===== config.mk =====
export PLATFORM = sky130hd
export DESIGN_NAME = comparador_serial_der_izq
export DESIGN_NICKNAME = d
export VERILOG_FILES = /design/src/rtl/comparador_serial_der_izq.sv
export SDC_FILE = /design/constraint.sdc
export NUM_CORES = 1
export LEC_CHECK = 0
export CAP_MARGIN = 15
export CORE_ASPECT_RATIO = 0.5
export CORE_MARGIN = 5
export CORE_UTILIZATION = 40
export CTS_CLUSTER_SIZE = 14
export DETAILED_ROUTE_END_ITERATION = 6
export SLEW_MARGIN = 20
export SYNTH_ARGS = -nofsm -noshare
export SYNTH_HDL_FRONTEND = slang
export SYNTH_SLANG_ARGS = --single-unit

===== constraint.sdc =====
create_clock -name clk -period 1.4 [get_ports clk]
set_input_delay 0.28 -clock clk [delete_from_list [all_inputs] [get_ports clk]]
set_output_delay 0.28 -clock clk [all_outputs]
set_load 0.005 [all_outputs]

===== src/rtl/comparador_serial_der_izq.sv =====
// comparador_serial_der_izq
// Serial magnitude comparator: walks two WIDTH-bit operands from the least
// significant DIGIT-bit slice upward, one slice per clock. The running
// relation lives in a 2-bit register. An unequal slice always overwrites it,
// so the most significant unequal slice decides the final result.
// Handshake: start (taken only in IDLE) -> busy during RUN -> one-cycle done.
// Optional build macro: COMPARADOR_SIGNED_EN (two's complement operands).
// WIDTH must be a positive multiple of DIGIT.
module comparador_serial_der_izq #(
    parameter int WIDTH = 12,
    parameter int DIGIT = 3
) (
    input  logic             clk,
    input  logic             rst_n,
    input  logic             start,
    input  logic [WIDTH-1:0] A,
    input  logic [WIDTH-1:0] B,
    output logic             busy,
    output logic             done,
    output logic             gt,
    output logic             eq,
    output logic             lt
);

    localparam int STEPS = WIDTH / DIGIT;
    localparam int CNT_W = (STEPS > 1) ? $clog2(STEPS) : 1;
    localparam logic [CNT_W-1:0] LAST = CNT_W'(STEPS - 1);

    typedef enum logic {
        IDLE,
        RUN
    } state_t;

    typedef enum logic [1:0] {
        P_EQ = 2'b00,
        P_GT = 2'b01,
        P_LT = 2'b10
    } rel_t;

    state_t           state_q;
    logic [WIDTH-1:0] a_q;
    logic [WIDTH-1:0] b_q;
    logic [CNT_W-1:0] cnt_q;
    rel_t             p_q;
    rel_t             p_d;
    logic             busy_q;
    logic             done_q;
    logic             gt_q;
    logic             eq_q;
    logic             lt_q;
    logic [DIGIT-1:0] slice_a;
    logic [DIGIT-1:0] slice_b;

    // Compare the current low slice and derive the next partial relation
    always_comb begin
        slice_a = a_q[DIGIT-1:0];
        slice_b = b_q[DIGIT-1:0];
`ifdef COMPARADOR_SIGNED_EN
        // Top slice: flipping the sign bit turns two's complement into offset
        // binary, so an unsigned compare of that slice orders signed values.
        if (cnt_q == LAST) begin
            slice_a[DIGIT-1] = ~slice_a[DIGIT-1];
            slice_b[DIGIT-1] = ~slice_b[DIGIT-1];
        end
`endif
        p_d = p_q;
        if (slice_a > slice_b) begin
            p_d = P_GT;
        end else if (slice_a < slice_b) begin
            p_d = P_LT;
        end
    end

    // Control FSM with operand shifters and registered result outputs
    always_ff @(posedge clk or negedge rst_n) begin
        if (!rst_n) begin
            state_q <= IDLE;
            a_q     <= '0;
            b_q     <= '0;
            cnt_q   <= '0;
            p_q     <= P_EQ;
            busy_q  <= 1'b0;
            done_q  <= 1'b0;
            gt_q    <= 1'b0;
            eq_q    <= 1'b1;
            lt_q    <= 1'b0;
        end else begin
            done_q <= 1'b0;
            case (state_q)
                IDLE: begin
                    if (start) begin
                        a_q     <= A;
                        b_q     <= B;
                        cnt_q   <= '0;
                        p_q     <= P_EQ;
                        busy_q  <= 1'b1;
                        state_q <= RUN;
                    end
                end
                RUN: begin
                    p_q <= p_d;
                    a_q <= a_q >> DIGIT;
                    b_q <= b_q >> DIGIT;
                    if (cnt_q == LAST) begin
                        cnt_q   <= '0;
                        gt_q    <= (p_d == P_GT);
                        eq_q    <= (p_d == P_EQ);
                        lt_q    <= (p_d == P_LT);
                        done_q  <= 1'b1;
                        busy_q  <= 1'b0;
                        state_q <= IDLE;
                    end else begin
                        cnt_q <= cnt_q + CNT_W'(1);
                    end
                end
                default: begin
                    state_q <= IDLE;
                    busy_q  <= 1'b0;
                end
            endcase
        end
    end

    assign busy = busy_q;
    assign done = done_q;
    assign gt   = gt_q;
    assign eq   = eq_q;
    assign lt   = lt_q;

endmodule


### Yosys cells after proc, flatten, opt, wreduce, memory -nomap -nowiden

Index checks and enable logic that the tools add are counted.

* add/sub/neg operators: 1
* order comparisons: 2
* eq/ne operators: 5
* mux-type cells: 18
* bitwise gates (word level): 1
* reductions and logical operators: 3

Operator list (count)
* 12-bit one-hot mux with 2 select lines: 2
* 12-bit two-way mux: 2
* 2-bit two-way mux: 4
* 2-bit one-hot mux with 2 select lines: 2
* 1-bit two-way mux: 6
* 2-bit == test (second input constant): 2
* 1-bit one-hot mux with 2 select lines: 2
* 2-bit AND reduction: 2
* 3-bit greater-than comparator: 1
* 3-bit < comparator: 1
* 2-bit by 1-bit adder with 2-bit output (second input constant): 1
* 2-bit by 1-bit == test with 1-bit output (second input constant): 1
* 2-bit zero test: 1
* 2-bit by 1-bit inequality test with 1-bit output (second input constant): 1
* 2-bit inequality test (second input constant): 1
* 1-bit inverter: 1

* bits in registers: 34
* bits of input ports: 27
* output and inout bits: 5
* logic and storage cells: 40

### Depth between registers and ports, before layout

* word-level depth: 4
* mapped depth: 5
* mapped depth without buffers: 5

### Least setup slack after synthesis

No wires, ideal clock.

* path type: reg2reg
* start point: register a_q[2]
* end point: register p_q[0]
* setup time: 0.122 ns
* arrival: 1.147 ns
* data required time: 1.278 ns
* setup slack: 0.132 ns
* cell stages (with the launch flop): 5
* buffers on the path: 0
* period minus slack after synthesis: 1.268 ns
* cells stage by stage: dfrtp_1 ha_1 a21oi_1 nand2_1 a32o_1

* longest elaborated chain between the ends: 4
* elaborated cells on any way between the ends: 5
* classes of those cells: 2 x order compare; 3 x mux

Ends and longest elaborated chain
* from (decl): RTL line 41 `logic [WIDTH-1:0] a_q;`
* from (signal assigned): RTL line 102 `a_q <= a_q >> DIGIT;`
* 3-bit < comparator: RTL line 69 `end else if (slice_a < slice_b) begin`
* 2-bit two-way mux: RTL line 69
* 2-bit two-way mux *: RTL line 67 `if (slice_a > slice_b) begin`
* 2-bit one-hot mux with 2 select lines *: RTL line 89 `case (state_q)`
* to (signal assigned): RTL line 101 `p_q <= p_d;`
* to (decl): RTL line 44 `rel_t p_q;`

Every way passes the cells marked *; elsewhere a longest branch is shown, timed or not.
A chain may end at the register's enable or synchronous reset.

### Worst setup path in the final report

* start point: register eq_q (netlist: eq)
* end point: output eq

RTL lines
* from (decl): RTL line 49 `logic eq_q;`
* from (signal assigned): RTL line 107 `eq_q <= (p_d == P_EQ);`
* to (decl): RTL line 21 `output logic eq,`

No word-level cell between the ends.

==> flow_summary.yaml <==
min_path:
  min_path_type: "in -> async"
layout:
  insertedDiodeCount: 0
  multi_input_area_um2: 643
  drive_gt1_frac: 0.0984
  fillers: 358
  nets: 213
  syn_to_final_growth_pct: 31.5
  ff_latch_area_um2: 852
setup_path:
  start_kind: "flop"
  criticalPathCategory: "reg -> out"
  crit_path_end_kind: "primary output"
  crit_buf_inv: 1
  path_cells: "dlygate4sd2_1"
  cp_top_family: "flip-flops"
  required_ns: 1.12
  crit_cells: 1
  slowest_delay_ns: 0.53
  crit_arrival_ns: 1.04
  rr_worst_depth: 4
  crit_fanout: 2
  crit_slowest_cell: "dfstp_2"
placed_design:
  port_buffers: 31
  dp_slack_ns: -0.0836
  globalplace.congestion: 0.763
  dp_hpwl_um: 2020
logic_synthesis:
  ys_types: 26
  synth_cells: 145
  async_flop_share: 1.00
  yosysWarnings: 0
  netlist_area_mm2: 0.00158
  ys_seq_area_frac: 0.539
  syn_avg_cell_area_um2: 10.9
  ys.flop_type: "dfrtp_1"
  synth_seq_cells: 34
  synth_edf_count: 0
  syn_nets: 176
clock_network:
  clock_sinks: 34
  clk-insertion-delay-late_ns: 0.28
  clkTransAtPathRegs_ns: 0.07
  cts_tree: "done"
  clk_path_buf_depth: 2
  root_buffer: "clkbuf_8"
  cts.htree.levels: 2
  cts_made_buffers: 5
timing:
  slew_viol_final: 0
  worstMarginPinSlew_ns: 0.245
  hold_violations: 0
  finalSetupViolCount: 0
  setup_ws_ns: 0.0837
  clock-skew-final_ns: 0.00392
  rsz0062_at_grt: "false"
  relSlewSlack: 0.837
  hold_ws_ns: 0.365
  period_needed_ns: 1.32
  max_freq_ghz: 0.760
  fin_crit_sh: 0.940
pwr:
  switching_share: 0.342
  p_comb_frac: 0.388
  clockPowerShare: 0.195
  p_sw_w: 0.00131
  p_per_area_mw_per_mm2: 1840
  power.internal_w: 0.00252
  seqPwrFrac: 0.417
  peakVddDrop_mv: 0.559
  power.leakage_nw: 0.989
floorplan:
  rows: 16
  die_height_um: 54.4
  ios: 32
  start_util: 0.409
  fp.dieW_um: 98.9
  die-area_mm2: 0.00538
  coreArea_mm2: 0.00386
detailed_routing:
  drt-total-wl_um: 2910
  wl_per_cell_um: 12.3
  drtAntennaViolNets: 0
  vias: 1100
  vias_per_cell: 4.64
  first_pass_iters: 3
  initialDrtViolationCount: 60
  drc: 0
run:
  maxCapViolCount: 0
grt:
  antenna_found_initial: 0
  grt_pass1_wl_um: 4900
  grt-ovfl-total: 0
  track_usage: 0.116
  grt_pass1_vias: 1105
  grt_start_max_net_pins: 44
outcome:
  status: "finished clean"
[cells in the mapped netlist (3+ instances only)]
| master | n | area share |
|---|---|---|
| o21ai_0 | 7 | 0.022 |
| o21ai_1 | 13 | 0.041 |
| buf_2 | 3 | 0.0095 |
| inv_1 | 7 | 0.017 |
| nand2_1 | 21 | 0.050 |
| a22o_1 | 3 | 0.017 |
| nor2_1 | 10 | 0.024 |
| dfrtp_1 | 33 | 0.52 |
| mux2i_1 | 24 | 0.15 |
| ha_1 | 4 | 0.032 |
[final timing paths]
check / from / end / slack, ns
max in group asynchronous: rst_n / eq$_DFFE_PN1P_ / 0.79
max reg2reg: a_q[1]$_DFFE_PN0P_ / p_q[1]$_DFFE_PN0P_ / 0.10
min reg2reg: b_q[3]$_DFFE_PN0P_ / b_q[0]$_DFFE_PN0P_ / 0.49
min: rst_n / a_q[8]$_DFFE_PN0P_ / 0.36
min in group clk: b_q[3]$_DFFE_PN0P_ / b_q[0]$_DFFE_PN0P_ / 0.49
max: eq$_DFFE_PN1P_ / eq / 0.08
[state kept, by name, indices dropped and copies added (netlist names)]
name,count
eq,1
gt,1
b_q,12
a_q,12
cnt_q,2
busy,1
state_q,1
done,1
lt,1
p_q,2
[cell usage in the layout, fill, tap and decap left out]
cell type	Yosys	routed
buf_12	2	3
a22oi_1	1	1
buf_4	1	4
nand3_1	2	2
nor4_1	1	1
inv_1	7	7
dlymetal6s2s_1	0	1
o21ai_1	13	13
a21oi_1	2	1
a22o_1	3	3
clkdlybuf4s50_1	0	26
a32o_1	1	1
dlygate4sd2_1	0	4
o22ai_1	1	1
nand2_2	0	1
ha_4	0	1
mux2i_1	24	24
clkinv_2	0	1
nor2_1	10	10
dfrtp_1	33	33
dfstp_2	1	1
and3_1	1	1
nand2b_1	1	1
nand2_1	21	20
ha_1	4	3
o21a_1	1	1
o21ai_0	7	7
a31oi_1	1	1
clkbuf_1	1	1
a21oi_2	0	1
clkbuf_8	0	6
nand3b_1	2	2
[final cells by class]
cell class	instances	area share
Sequential cell	34	0.410
Multi-Input combinational cell	96	0.309
Timing Repair Buffer	38	0.191
Clock buffer	7	0.0415
Tap cell	54	0.0325
Inverter	7	0.0126
Clock inverter	1	0.00241
[metal layers]
metal  global-route usage  vias to the layer above  routed length (µm)
met5                    0                        -                   0
li1                     -                      577                   -
met4               0.0408                        0                  38
met3               0.0382                        5                 100
met2                0.198                       16                1300
met1                0.143                      502                1470
[power by group through the flow]
| stage | Clock, W | Combinational, W | Sequential (W) |
|---|---|---|---|
| 5_1_grt | 0.000815 | 0.00171 | 0.00165 |
| 3_5_place_dp | 0 | 0.00143 | 0.00161 |
| 6_report | 0.000746 | 0.00149 | 0.00160 |
| 3_3_place_gp | 0 | 0.00137 | 0.00161 |
| 4_1_cts | 0.000775 | 0.00143 | 0.00160 |
| 2_1_floorplan | 0 | 0.000995 | 0.00156 |
[stage by stage]
stage	std cells	util	setup TNS [ns]	instance area, µm²	total power (W)
global route	237	0.538	0	2080	0.00417
detailed placement	227	0.506	-0.617	1960	0.00304
CTS	237	0.532	0	2060	0.00380
floorplan	145	-	0	1580	0.00255
finish	237	0.538	0	2080	0.00383
global placement	227	0.506	-0.332	1960	0.00299
[cell families (layout without fill, tap and decap cells)]
group           Yosys count  after routing  synth area share
compound gates           30             30             0.110
fa+ha+maj                 4              4            0.0317
buf+inv                  15             53            0.0657
flops                    34             34             0.539
mux                      24             24             0.152
simple gates             38             38             0.101
[what timing repair did]
item	CTS	global route
gates cloned	0	0
endpoints found under the hold margin	0	0
setup endpoints to repair	4	5
resized for setup	4	4
hold buffers	0	0
buffers inserted	2	0
Note: power is estimated with default switching activity, not from simulation.
